===== src/rtl/pc_fetch_seq.sv =====
// pc_fetch_seq: multi-cycle fetch/execute sequencer for the RV32I core.
// It fetches the word at ProgAddr over a req/ack handshake, holds it for the
// datapath during execute, then issues a one-cycle PC update pulse that carries
// the branch controls decoded from the opcode.
//
// Handshake: IMemReq is held high for every FETCH cycle while the address is
// word aligned. A transfer completes in the first cycle where IMemReq and
// IMemAck are both high, and IMemData is captured on that edge. IMemAck is
// ignored in every other cycle. ExecDone is sampled only during EXEC.
module pc_fetch_seq #(
  parameter int dataW       = 32,
  parameter int MEM_TIMEOUT = 15
) (
  input  logic             clock,
  input  logic             reset,
  input  logic [dataW-1:0] ProgAddr,
  output logic             IMemReq,
  output logic [dataW-1:0] IMemAddr,
  input  logic             IMemAck,
  input  logic [31:0]      IMemData,
  output logic [31:0]      Instr,
  output logic             InstrValid,
  input  logic             ExecDone,
  input  logic             Halt,
  output logic             PCUpdate,
  output logic             TestBranch,
  output logic             AlwaysBranch,
  output logic             AbsoluteBranch,
  output logic [2:0]       PCBranchType,
  output logic [31:0]      InstrCount,
  output logic             Fault,
  output logic [2:0]       dbg_state
);

  localparam logic [2:0] S_IDLE   = 3'd0;
  localparam logic [2:0] S_FETCH  = 3'd1;
  localparam logic [2:0] S_EXEC   = 3'd2;
  localparam logic [2:0] S_UPDATE = 3'd3;
  localparam logic [2:0] S_HALTED = 3'd4;
  localparam logic [2:0] S_FAULT  = 3'd5;

  localparam logic [6:0] OP_JAL    = 7'b1101111;
  localparam logic [6:0] OP_JALR   = 7'b1100111;
  localparam logic [6:0] OP_BRANCH = 7'b1100011;

  // Wide enough to hold MEM_TIMEOUT; the counter never exceeds MEM_TIMEOUT-1.
  localparam int CW = (MEM_TIMEOUT < 2) ? 1 : $clog2(MEM_TIMEOUT + 1);
  localparam logic [CW-1:0] CNT_LAST = CW'(MEM_TIMEOUT - 1);

  logic [2:0]    state;
  logic [2:0]    state_next;
  logic [CW-1:0] wait_cnt;
  logic [31:0]   instr_q;
  logic [31:0]   count_q;
  logic          addr_ok;
  logic          fetch_hit;
  logic          instr_legal;

  // A misaligned PC suppresses the request entirely; only aligned fetches go out.
  assign addr_ok     = (ProgAddr[1:0] == 2'b00);
  assign fetch_hit   = (state == S_FETCH) && addr_ok && IMemAck;
  // RV32I has no compressed encodings, so the low two bits must be 2'b11.
  assign instr_legal = (IMemData[1:0] == 2'b11);

  // Next-state decode; Halt is only looked at on instruction boundaries.
  always_comb begin
    state_next = state;
    case (state)
      S_IDLE:   state_next = Halt ? S_HALTED : S_FETCH;
      S_FETCH: begin
        if (!addr_ok) begin
          state_next = S_FAULT;
        end else if (IMemAck) begin
          state_next = instr_legal ? S_EXEC : S_FAULT;
        end else if (wait_cnt == CNT_LAST) begin
          // No ack by the last allowed cycle: the memory is considered dead.
          state_next = S_FAULT;
        end else begin
          state_next = S_FETCH;
        end
      end
      S_EXEC:   state_next = ExecDone ? S_UPDATE : S_EXEC;
      S_UPDATE: state_next = Halt ? S_HALTED : S_FETCH;
      S_HALTED: state_next = Halt ? S_HALTED : S_FETCH;
      S_FAULT:  state_next = S_FAULT;
      default:  state_next = S_FAULT;
    endcase
  end

  // State register; FAULT is sticky until reset.
  always_ff @(posedge clock or negedge reset) begin
    if (!reset) begin
      state <= S_IDLE;
    end else begin
      state <= state_next;
    end
  end

  // Fetch wait counter: zero on every FETCH entry, counts unacknowledged cycles.
  always_ff @(posedge clock or negedge reset) begin
    if (!reset) begin
      wait_cnt <= '0;
    end else if (state != S_FETCH) begin
      wait_cnt <= '0;
    end else if (!IMemAck && (wait_cnt != CNT_LAST)) begin
      wait_cnt <= wait_cnt + CW'(1);
    end
  end

  // Instruction latch: captured on the acknowledged fetch edge, legal or not.
  always_ff @(posedge clock or negedge reset) begin
    if (!reset) begin
      instr_q <= 32'h0;
    end else if (fetch_hit) begin
      instr_q <= IMemData;
    end
  end

  // Retired-instruction counter; advances on the edge that ends UPDATE and wraps.
  always_ff @(posedge clock or negedge reset) begin
    if (!reset) begin
      count_q <= 32'h0;
    end else if (state == S_UPDATE) begin
      count_q <= count_q + 32'd1;
    end
  end

  // Moore output decode, plus the combinational fetch address.
  always_comb begin
    IMemReq        = (state == S_FETCH) && addr_ok;
    IMemAddr       = IMemReq ? ProgAddr : '0;
    InstrValid     = (state == S_EXEC);
    PCUpdate       = (state == S_UPDATE);
    TestBranch     = 1'b0;
    AlwaysBranch   = 1'b0;
    AbsoluteBranch = 1'b0;
    PCBranchType   = 3'b000;
    Fault          = (state == S_FAULT);
    if (state == S_UPDATE) begin
      case (instr_q[6:0])
        OP_JAL: begin
          AlwaysBranch = 1'b1;
        end
        OP_JALR: begin
          AlwaysBranch   = 1'b1;
          AbsoluteBranch = 1'b1;
        end
        OP_BRANCH: begin
          TestBranch   = 1'b1;
          PCBranchType = instr_q[14:12];
        end
        default: begin
          TestBranch = 1'b0;
        end
      endcase
    end
  end

  assign Instr      = instr_q;
  assign InstrCount = count_q;
  assign dbg_state  = state;

endmodule


===== config.mk =====
export PLATFORM = sky130hd
export DESIGN_NAME = pc_fetch_seq
export DESIGN_NICKNAME = d
export VERILOG_FILES = /design/src/rtl/pc_fetch_seq.sv
export SDC_FILE = /design/constraint.sdc
export NUM_CORES = 1
export LEC_CHECK = 0
export BUFFER_PORTS_ARGS = -buffer_cell sky130_fd_sc_hd__buf_2
export CAP_MARGIN = 10
export CORE_MARGIN = 4
export CORE_UTILIZATION = 46
export CTS_CLUSTER_DIAMETER = 40
export DETAILED_ROUTE_END_ITERATION = 16
export PLACE_DENSITY = 0.9
export SLEW_MARGIN = 15
export SYNTH_ARGS = -nofsm -noshare
export SYNTH_HDL_FRONTEND = slang
export SYNTH_SLANG_ARGS = --single-unit

===== constraint.sdc =====
create_clock -name clock -period 2.3 [get_ports clock]
set_input_delay 0.115 -clock clock [delete_from_list [all_inputs] [get_ports clock]]
set_output_delay 0.115 -clock clock [all_outputs]
set_load 0.01 [all_outputs]

==> results.py, run 1 <==
metrics = {
    "status": {
        "status": "complete, no violations",
    },
    "layout": {
        "nets": 568,
        "diodes": 0,
        "syn2layout_area_growth_pct": 42.0,
        "multi_input_area_um2": 1580,
        "layout_commonest_cell": "buf_2",
        "n_fill_cell": 555,
        "layoutNonFillerInstCount": 600,
        "final-seq-area_um2": 1780,
        "drive_gt1_frac": 0.471,
        "final_cell_mix": "buf_2 (175), dfrtp_1 (71), and2_1 (37)",
    },
    "global_routing": {
        "grtUsageTotal": 0.226,
        "first_global_vias": 3231,
        "antenna_found_initial": 0,
        "grt_first_pass_wirelength_um": 15600,
        "grt_max_degree": 44,
        "globalRouteOverflowTotal": 0,
    },
    "place": {
        "placed_cells": 558,
        "port_buffers": 175,
        "dpl.hpwl_um": 7200,
        "routabilityCongestion": 0.868,
    },
    "worst_hold_path": {
        "min_from": "IMemData[9]",
        "hold_class": "in2reg",
    },
    "cts": {
        "numCtsBuffers": 9,
        "cts_tree": "yes",
        "cts_root_buffer": "clkbuf_8",
        "clock_sinks": 71,
        "clkLatencyLatePin_ns": 0.34,
        "cts.path.max_buffers": 2,
        "cts.clk_slew.worst_paths_ns": 0.08,
        "htreeDepth": 3,
    },
    "sta": {
        "slew_headroom": 0.551,
        "final.period_utilization": 0.930,
        "setup_violations": 0,
        "finalHoldViolations": 0,
        "worst_pin_slew_ns": 0.673,
        "max_freq_mhz": 467,
        "tns_ns": 0,
        "skew_ns": 0.00833,
        "report.final.slew_viol_count": 0,
        "finalCriticalPeriod_ns": 2.14,
    },
    "setup_path": {
        "critPathMaxFanout": 8,
        "cp_data_arrival_time_ns": 2.02,
        "startpoint": "dbg_state[2]",
        "path_cells": "nand3b_1 -> nor4_2 -> nor3b_4 -> and2_1 -> buf_2",
        "endpoint_kind": "primary output",
        "critical_path_class": "reg2out",
        "cpMaxStageDelayCell": "dfrtp_1",
        "startpoint_type": "register",
        "max_stage_delay_ns": 0.45,
        "reg2reg_from": "dbg_state[2]",
        "worstPathRequired_ns": 2.18,
    },
    "yosys": {
        "synth_seq_cells": 71,
        "syn-cell-area_um2": 3450,
        "synth_cell_type_count": 36,
        "syn-instance-count": 288,
        "syn_avg_cell_area_um2": 12.0,
        "synth_warnings": 0,
        "ys_seq_area_frac": 0.514,
    },
    "power": {
        "power_frac_seq": 0.517,
        "p_sw_w": 0.000621,
        "p_int_w": 0.00195,
        "clockPowerShare": 0.378,
        "p_sw_frac": 0.242,
        "peakVddDrop_mv": 0.319,
        "p_leak_nw": 2.79,
        "combPwrFrac": 0.105,
        "p_per_area_nw_per_um2": 523,
    },
    "die": {
        "dieArea_um2": 8960,
        "ioPinCount": 178,
        "die_w_um": 94.6,
        "num_rows": 31,
        "core_area_um2": 7290,
        "initial_utilization": 0.474,
        "dieHeight_um": 94.6,
    },
    "routing": {
        "met2_length_um": 5200,
        "wire_per_inst_um": 16.4,
        "first_pass_iters": 5,
        "met3_length_um": 736,
        "drt_iter0_markers": 89,
        "wl_um": 9840,
        "wl_met1_um": 3590,
        "via_count": 3010,
        "vias_per_cell": 5.02,
        "top_layer_used": "met4",
        "ant_nets": 0,
        "drcViolationCount": 0,
    },
    "flow_run": {
        "drv_cap": 0,
    },
}
-- cell usage after synthesis (all sizes together) --
master	count	area (um2)
conb	1	3.75
nor3	5	36.3
a31oi	2	12.5
xor2	11	96.3
mux2	32	473
and3	5	31.3
nor2	14	52.6
a21oi	2	10.0
nand2	19	73.8
nand4	15	93.8
o41ai	1	8.76
clkbuf	4	15.0
mux2i	1	10.0
nor4	3	31.3
nor2b	1	6.26
ha	3	37.5
o22ai	1	6.26
o21ai	1	5.00
xnor2	23	201
and2	37	231
buf	8	70.1
or3b	1	8.76
nand4b	1	8.76
inv	8	30.0
and4b	1	10.0
nand3b	1	7.51
nor3b	1	7.51
nand3	9	45.0
and4	6	52.6
dfrtp	71	1780
-- power by group through the flow --
stage / sequential [W] / combinational [W] / clock (W)
2_1_floorplan: 0.00136 / 0.0000708 / 0
3_3_place_gp: 0.00135 / 0.000228 / 0
3_5_place_dp: 0.00135 / 0.000237 / 0
4_1_cts: 0.00133 / 0.000269 / 0.000987
5_1_grt: 0.00133 / 0.000293 / 0.00104
6_report: 0.00133 / 0.000270 / 0.000969
-- layer usage --
layer / global-route usage / vias to the layer above
met1: 0.243 / 1451
met2: 0.402 / 139
met5: 0 / -
li1: - / 1394
met4: 0.112 / 0
met3: 0.0677 / 26
-- flip-flops by register name (all words and copies together), names as in the netlist --
signal      flops
Instr          32
wait_cnt        4
InstrCount     32
dbg_state       3
-- path summary, 6_finish.rpt --
kind / end / slack [ns] / cells after the start
worst max register to register: Instr[25] / 0.27 / 5
worst min-delay path: Instr[9] / 0.01 / 2
worst min register to register: InstrCount[31] / 0.49 / 1
max in group asynchronous: Instr[18] / 1.29 / 3
min in group asynchronous: InstrCount[14] / 0.34 / 2
worst max-delay path: PCBranchType[2] / 0.16 / 5
-- logic make-up (layout without fill, tap and decap cells) --
group	after synthesis	count (layout)	synth area share
simple gates	119	119	0.202
other cells	1	2	0.00109
buf+inv	20	232	0.0333
xor+xnor	34	34	0.0862
fa+ha+maj	3	3	0.0109
flops	71	71	0.514
compound gates	7	7	0.0123
mux	33	33	0.140
-- metrics by stage --
step / utilization / total power, W / worst slack, ns / hold slack, ns / instance area (um2)
5_1_grt: 0.673 / 0.00267 / -0.0285 / 0.00194 / 4900
4_1_cts: 0.669 / 0.00258 / 0.0267 / 0.00270 / 4880
2_1_floorplan: - / 0.00144 / 0.362 / -0.181 / 3460
6_report: 0.673 / 0.00257 / 0.160 / 0.0105 / 4900
3_5_place_dp: 0.608 / 0.00158 / 0.183 / 0.182 / 4440
3_3_place_gp: 0.608 / 0.00157 / 0.243 / 0.169 / 4440
-- area by class of cell --
cell class	count	area share
clock buffers	10	0.0260
clock inverters	6	0.0125
inverters	8	0.00612
multi-input cells	198	0.323
flip-flops and latches	71	0.362
well taps	99	0.0253
repair buffers	208	0.245
-- critical path, delay by kind of cell (launching register included) --
kind / cells / cell delay (ns)
and+or+nand+nor: 4 / 1.12
buffers and inverters: 1 / 0.12
DFF: 1 / 0.45
-- timing repair --
action                                 in CTS  in global routing
hold buffers                               25                  0
setup endpoints to repair                   4                  5
endpoints found under the hold margin      52                  0
setup buffers                               0                  1
resized for setup                           1                  3
No activity file was read; power rests on OpenSTA's default activity.
==> inputs of run 2 (changes only) <==
Settings changed: CORE_UTILIZATION 46 to 30, PLACE_DENSITY 0.9 to 0.66, SKIP_CTS_REPAIR_TIMING set to 1.
==> run 2 against run 1 <==
  * Fmax increased by 1.4%
  * First-iteration DRC count increased by 70%
  * Sequential power is essentially flat
  * Critical endpoint is now IMemAddr[31]
  * Largest cell class unchanged
  * Largest power group is now clock
==> results.py, run 2 (synthesized netlist as in run 1, its figures left out) <==
metrics = {
    "die": {
        "num_rows": 38,
        "core_area_um2": 11000,
        "dieHeight_um": 115,
        "dieArea_um2": 13300,
        "initial_utilization": 0.313,
        "ioPinCount": 178,
        "die_w_um": 115,
    },
    "setup_path": {
        "critPathMaxFanout": 31,
        "endpoint_kind": "primary output",
        "cpMaxStageDelayCell": "dfrtp_2",
        "worstPathRequired_ns": 2.18,
        "max_stage_delay_ns": 0.47,
        "path_cells": "or3b_4 -> nor3_4 -> buf_4 -> and2_1 -> buf_2",
        "startpoint_type": "register",
        "critical_path_class": "reg2out",
        "cp_data_arrival_time_ns": 2.00,
    },
    "global_routing": {
        "antenna_found_initial": 0,
        "first_global_vias": 2985,
        "globalRouteOverflowTotal": 0,
        "grt_max_degree": 72,
        "grtUsageTotal": 0.148,
        "grt_first_pass_wirelength_um": 15300,
    },
    "power": {
        "p_leak_nw": 2.74,
        "power_w": 0.00300,
        "peakVddDrop_mv": 0.274,
        "p_per_area_nw_per_um2": 620,
    },
    "routing": {
        "wl_um": 9640,
        "wire_per_inst_um": 15.6,
        "drt_iter0_markers": 151,
        "via_count": 2848,
        "first_pass_iters": 4,
        "drcViolationCount": 0,
        "ant_nets": 0,
        "vias_per_cell": 4.62,
    },
    "layout": {
        "diodes": 0,
        "drive_gt1_frac": 0.493,
        "syn2layout_area_growth_pct": 40.3,
        "n_fill_cell": 1043,
        "final_cell_mix": "buf_2 (174), dfrtp_1 (70), and2_1 (37)",
        "nets": 544,
        "layout_commonest_cell": "buf_2",
        "stdcell_area_um2": 4840,
        "layoutNonFillerInstCount": 617,
    },
    "cts": {
        "clock_sinks": 71,
        "cts_root_buffer": "clkbuf_16",
        "clkLatencyLatePin_ns": 0.33,
        "cts.clk_slew.worst_paths_ns": 0.06,
        "htreeDepth": 3,
        "numCtsBuffers": 9,
        "cts.path.max_buffers": 2,
        "cts_tree": "yes",
    },
    "sta": {
        "report.final.slew_viol_count": 0,
        "max_freq_mhz": 474,
        "finalHoldViolations": 0,
        "setup_violations": 0,
        "rsz0062_at_grt": "false",
        "worst_pin_slew_ns": 0.907,
        "hold-worst-slack_ns": 0.0161,
        "finalCriticalPeriod_ns": 2.11,
        "final.period_utilization": 0.917,
        "skew_ns": 0.00743,
        "tns_ns": 0,
        "slew_headroom": 0.396,
    },
    "status": {
        "status": "complete, no violations",
    },
    "worst_hold_path": {
        "hold_class": "in2reg",
    },
    "place": {
        "port_buffers": 175,
        "placed_cells": 597,
        "routabilityCongestion": 0.875,
        "dpl.hpwl_um": 7450,
        "placed_cell_area_um2": 4460,
    },
    "flow_run": {
        "drv_cap": 0,
    },
}
run 2: changes by cell type in the layout (fill, tap and decap cells not counted), sizes merged:
cell / before / now
clkinvlp: 1 / 0
buf: 183 / 180
clkinv: 4 / 2
dlygate4sd3: 25 / 4
clkbuf: 10 / 13
run 2: path summary, 6_finish.rpt:
path | start | endpoint | slack [ns] | cells after the start
max in group asynchronous | reset | dbg_state[1] | 1.19 | 2
hold / removal | IMemData[21] | Instr[21] | 0.02 | 2
hold reg to reg | InstrCount[31] | InstrCount[31] | 0.46 | 1
min in group asynchronous | reset | InstrCount[26] | 0.46 | 2
setup / recovery | dbg_state[1] | IMemAddr[31] | 0.19 | 5
setup reg to reg | dbg_state[1] | Instr[22] | 0.34 | 5
run 2: worst max-delay path, delay by kind of cell, from the launching register on:
kind	cells	cell delay, ns
AND/OR/NAND/NOR	3	0.80
flip-flops	1	0.47
buffers and inverters	2	0.40
run 2: area by class of cell:
class	count	area, um2	area share
clock buffer	13	270	0.0558
clock inverter	3	40.0	0.00827
inverter	8	30.0	0.00620
multi-input combinational	198	1590	0.329
sequential	71	1780	0.367
tap	140	175	0.0362
timing repair buffer	184	956	0.197
run 2: routing by layer:
layer / track usage / part of all wire / vias up
met3: 0.0453 / 0.076 / 12
met4: 0.0587 / 0.024 / 0
li1: - / - / 1344
met1: 0.168 / 0.40 / 1361
met5: 0 / 0 / -
met2: 0.260 / 0.50 / 131
run 2: stage by stage:
stage	util	setup slack [ns]
finish	0.439	0.190
floorplan	-	0.362
CTS	0.433	-0.205
global route	0.439	0.0403
detailed placement	0.405	0.195
global placement	0.405	0.273
run 2: power by group:
part | switching [W] | total (W) | internal, W
clock | 0.000512 | 0.00144 | 0.000925
combinational | 0.000106 | 0.000236 | 0.000130
sequential | 0.0000370 | 0.00133 | 0.00129
total | 0.000654 | 0.00300 | 0.00235
==> inputs of run 3 (changes only) <==
Settings changed: PLACE_DENSITY 0.66 to 0.63.
==> run 3 against run 2 <==
  * Clock-buffer cell count unchanged
  * Register-to-register slack better by 0.03 ns
  * Clock power down 11%
  * Combinational power down 2%
  * Global-route usage down 1.0 points
  * Via count down 0.77%
  * Die area unchanged
  * Non-clock buffer count up 2
  * Flip-flop and latch count unchanged
  * Core utilization down 0.33 points
  * Largest cell class unchanged
  * Highest routed layer unchanged
==> results.py, run 3 (synthesized netlist as in run 1, its figures left out) <==
metrics = {
    "die": {
        "core_area_um2": 11000,
        "initial_utilization": 0.313,
        "die_w_um": 115,
        "dieArea_um2": 13300,
        "ioPinCount": 178,
        "dieHeight_um": 115,
        "num_rows": 38,
    },
    "global_routing": {
        "grt_first_pass_wirelength_um": 14300,
        "first_global_vias": 2945,
        "grtUsageTotal": 0.138,
        "grt_max_degree": 46,
        "globalRouteOverflowTotal": 0,
        "antenna_found_initial": 0,
    },
    "setup_path": {
        "max_stage_delay_ns": 0.46,
        "path_cells": "or3b_4 -> nor3_4 -> buf_4 -> and2_1 -> buf_2",
        "critical_path_class": "reg2out",
        "cp_data_arrival_time_ns": 1.98,
        "critPathMaxFanout": 31,
        "cpMaxStageDelayCell": "or3b_4",
        "startpoint_type": "register",
        "worst-path-buf-inv": 2,
        "endpoint_kind": "primary output",
        "critPathTopFamily": "simple AND/OR/NAND/NOR gates",
        "worstPathRequired_ns": 2.18,
    },
    "sta": {
        "finalHoldViolations": 0,
        "report.final.slew_viol_count": 0,
        "finalCriticalPeriod_ns": 2.09,
        "worst_pin_slew_ns": 0.636,
        "rsz0062_at_grt": "false",
        "final.period_utilization": 0.910,
        "setup_violations": 0,
        "slew_headroom": 0.576,
        "hold-worst-slack_ns": 0.0130,
        "max_freq_mhz": 478,
        "tns_ns": 0,
        "skew_ns": 0.00731,
    },
    "routing": {
        "drcViolationCount": 0,
        "drt_iter0_markers": 171,
        "first_pass_iters": 4,
        "wl_um": 9000,
        "wire_per_inst_um": 14.5,
        "via_count": 2826,
        "ant_nets": 0,
        "vias_per_cell": 4.57,
    },
    "power": {
        "clockPowerShare": 0.451,
        "p_sw_frac": 0.222,
        "p_per_area_nw_per_um2": 591,
        "power_frac_seq": 0.468,
        "combPwrFrac": 0.081,
        "power_w": 0.00284,
        "peakVddDrop_mv": 0.303,
        "p_int_w": 0.00221,
        "p_sw_w": 0.000632,
        "p_leak_nw": 2.74,
    },
    "layout": {
        "diodes": 0,
        "layout_commonest_cell": "buf_2",
        "post-route-util": 0.436,
        "layoutNonFillerInstCount": 619,
        "drive_gt1_frac": 0.495,
        "syn2layout_area_growth_pct": 39.2,
        "final_cell_mix": "buf_2 (175), dfrtp_1 (71), and2_1 (37)",
        "nets": 546,
    },
    "cts": {
        "cts.path.max_buffers": 2,
        "cts_root_buffer": "clkbuf_16",
        "clock_sinks": 71,
        "cts.clk_slew.worst_paths_ns": 0.06,
        "numCtsBuffers": 9,
        "clkLatencyLatePin_ns": 0.33,
        "cts_tree": "yes",
        "htreeDepth": 3,
    },
    "place": {
        "port_buffers": 175,
        "placed_cells": 600,
        "routabilityCongestion": 0.787,
        "dpl.hpwl_um": 6990,
    },
    "worst_hold_path": {
        "hold_class": "in2reg",
    },
    "flow_run": {
        "drv_cap": 0,
    },
    "status": {
        "status": "complete, no violations",
    },
}
==> run 3: power groups by stage <==
stage	Clock, W	Sequential [W]	Combinational [W]
after detailed placement	0	0.00135	0.000237
final	0.00128	0.00133	0.000231
after global placement	0	0.00135	0.000230
after global routing	0.00139	0.00133	0.000256
after CTS	0.00132	0.00133	0.000236
after floorplan	0	0.00136	0.0000708
==> run 3: metal layers <==
metal	track usage	wire length, um
met5	0	0
met3	0.0332	731
met2	0.241	4500
met4	0.0610	159
met1	0.160	3610
==> run 3: path summary, 6_finish.rpt <==
path / from / end / slack, ns / cells past startpoint
max: dbg_state[2] / IMemAddr[21] / 0.21 / 5
min: IMemData[12] / Instr[12] / 0.01 / 2
max reg2reg: dbg_state[2] / Instr[28] / 0.37 / 5
min reg2reg: InstrCount[31] / InstrCount[31] / 0.46 / 1
max in group asynchronous: reset / wait_cnt[1] / 1.29 / 3
min in group asynchronous: reset / Instr[30] / 0.35 / 2
==> run 3: layout make-up <==
type | instances | area, um2
fill | 1053 | 6220
sequential | 71 | 1780
multi-input combinational | 198 | 1570
timing repair buffer | 186 | 973
clock buffer | 13 | 260
tap | 140 | 175
inverter | 8 | 30.0
clock inverter | 3 | 17.5
==> run 3: worst register-to-register path, delay by kind of cell, from the launching register on <==
family | cells | cell delay (ns)
buffers and inverters | 1 | 0.29
flip-flops | 1 | 0.45
multiplexers | 1 | 0.39
AND/OR/NAND/NOR | 3 | 0.68
==> run 3: stage by stage <==
stage               area [um2]  setup WS, ns
global placement          4500         0.341
CTS                       4770        0.0736
finish                    4810         0.206
global route              4810        0.0204
detailed placement        4500         0.277
floorplan                 3460         0.362
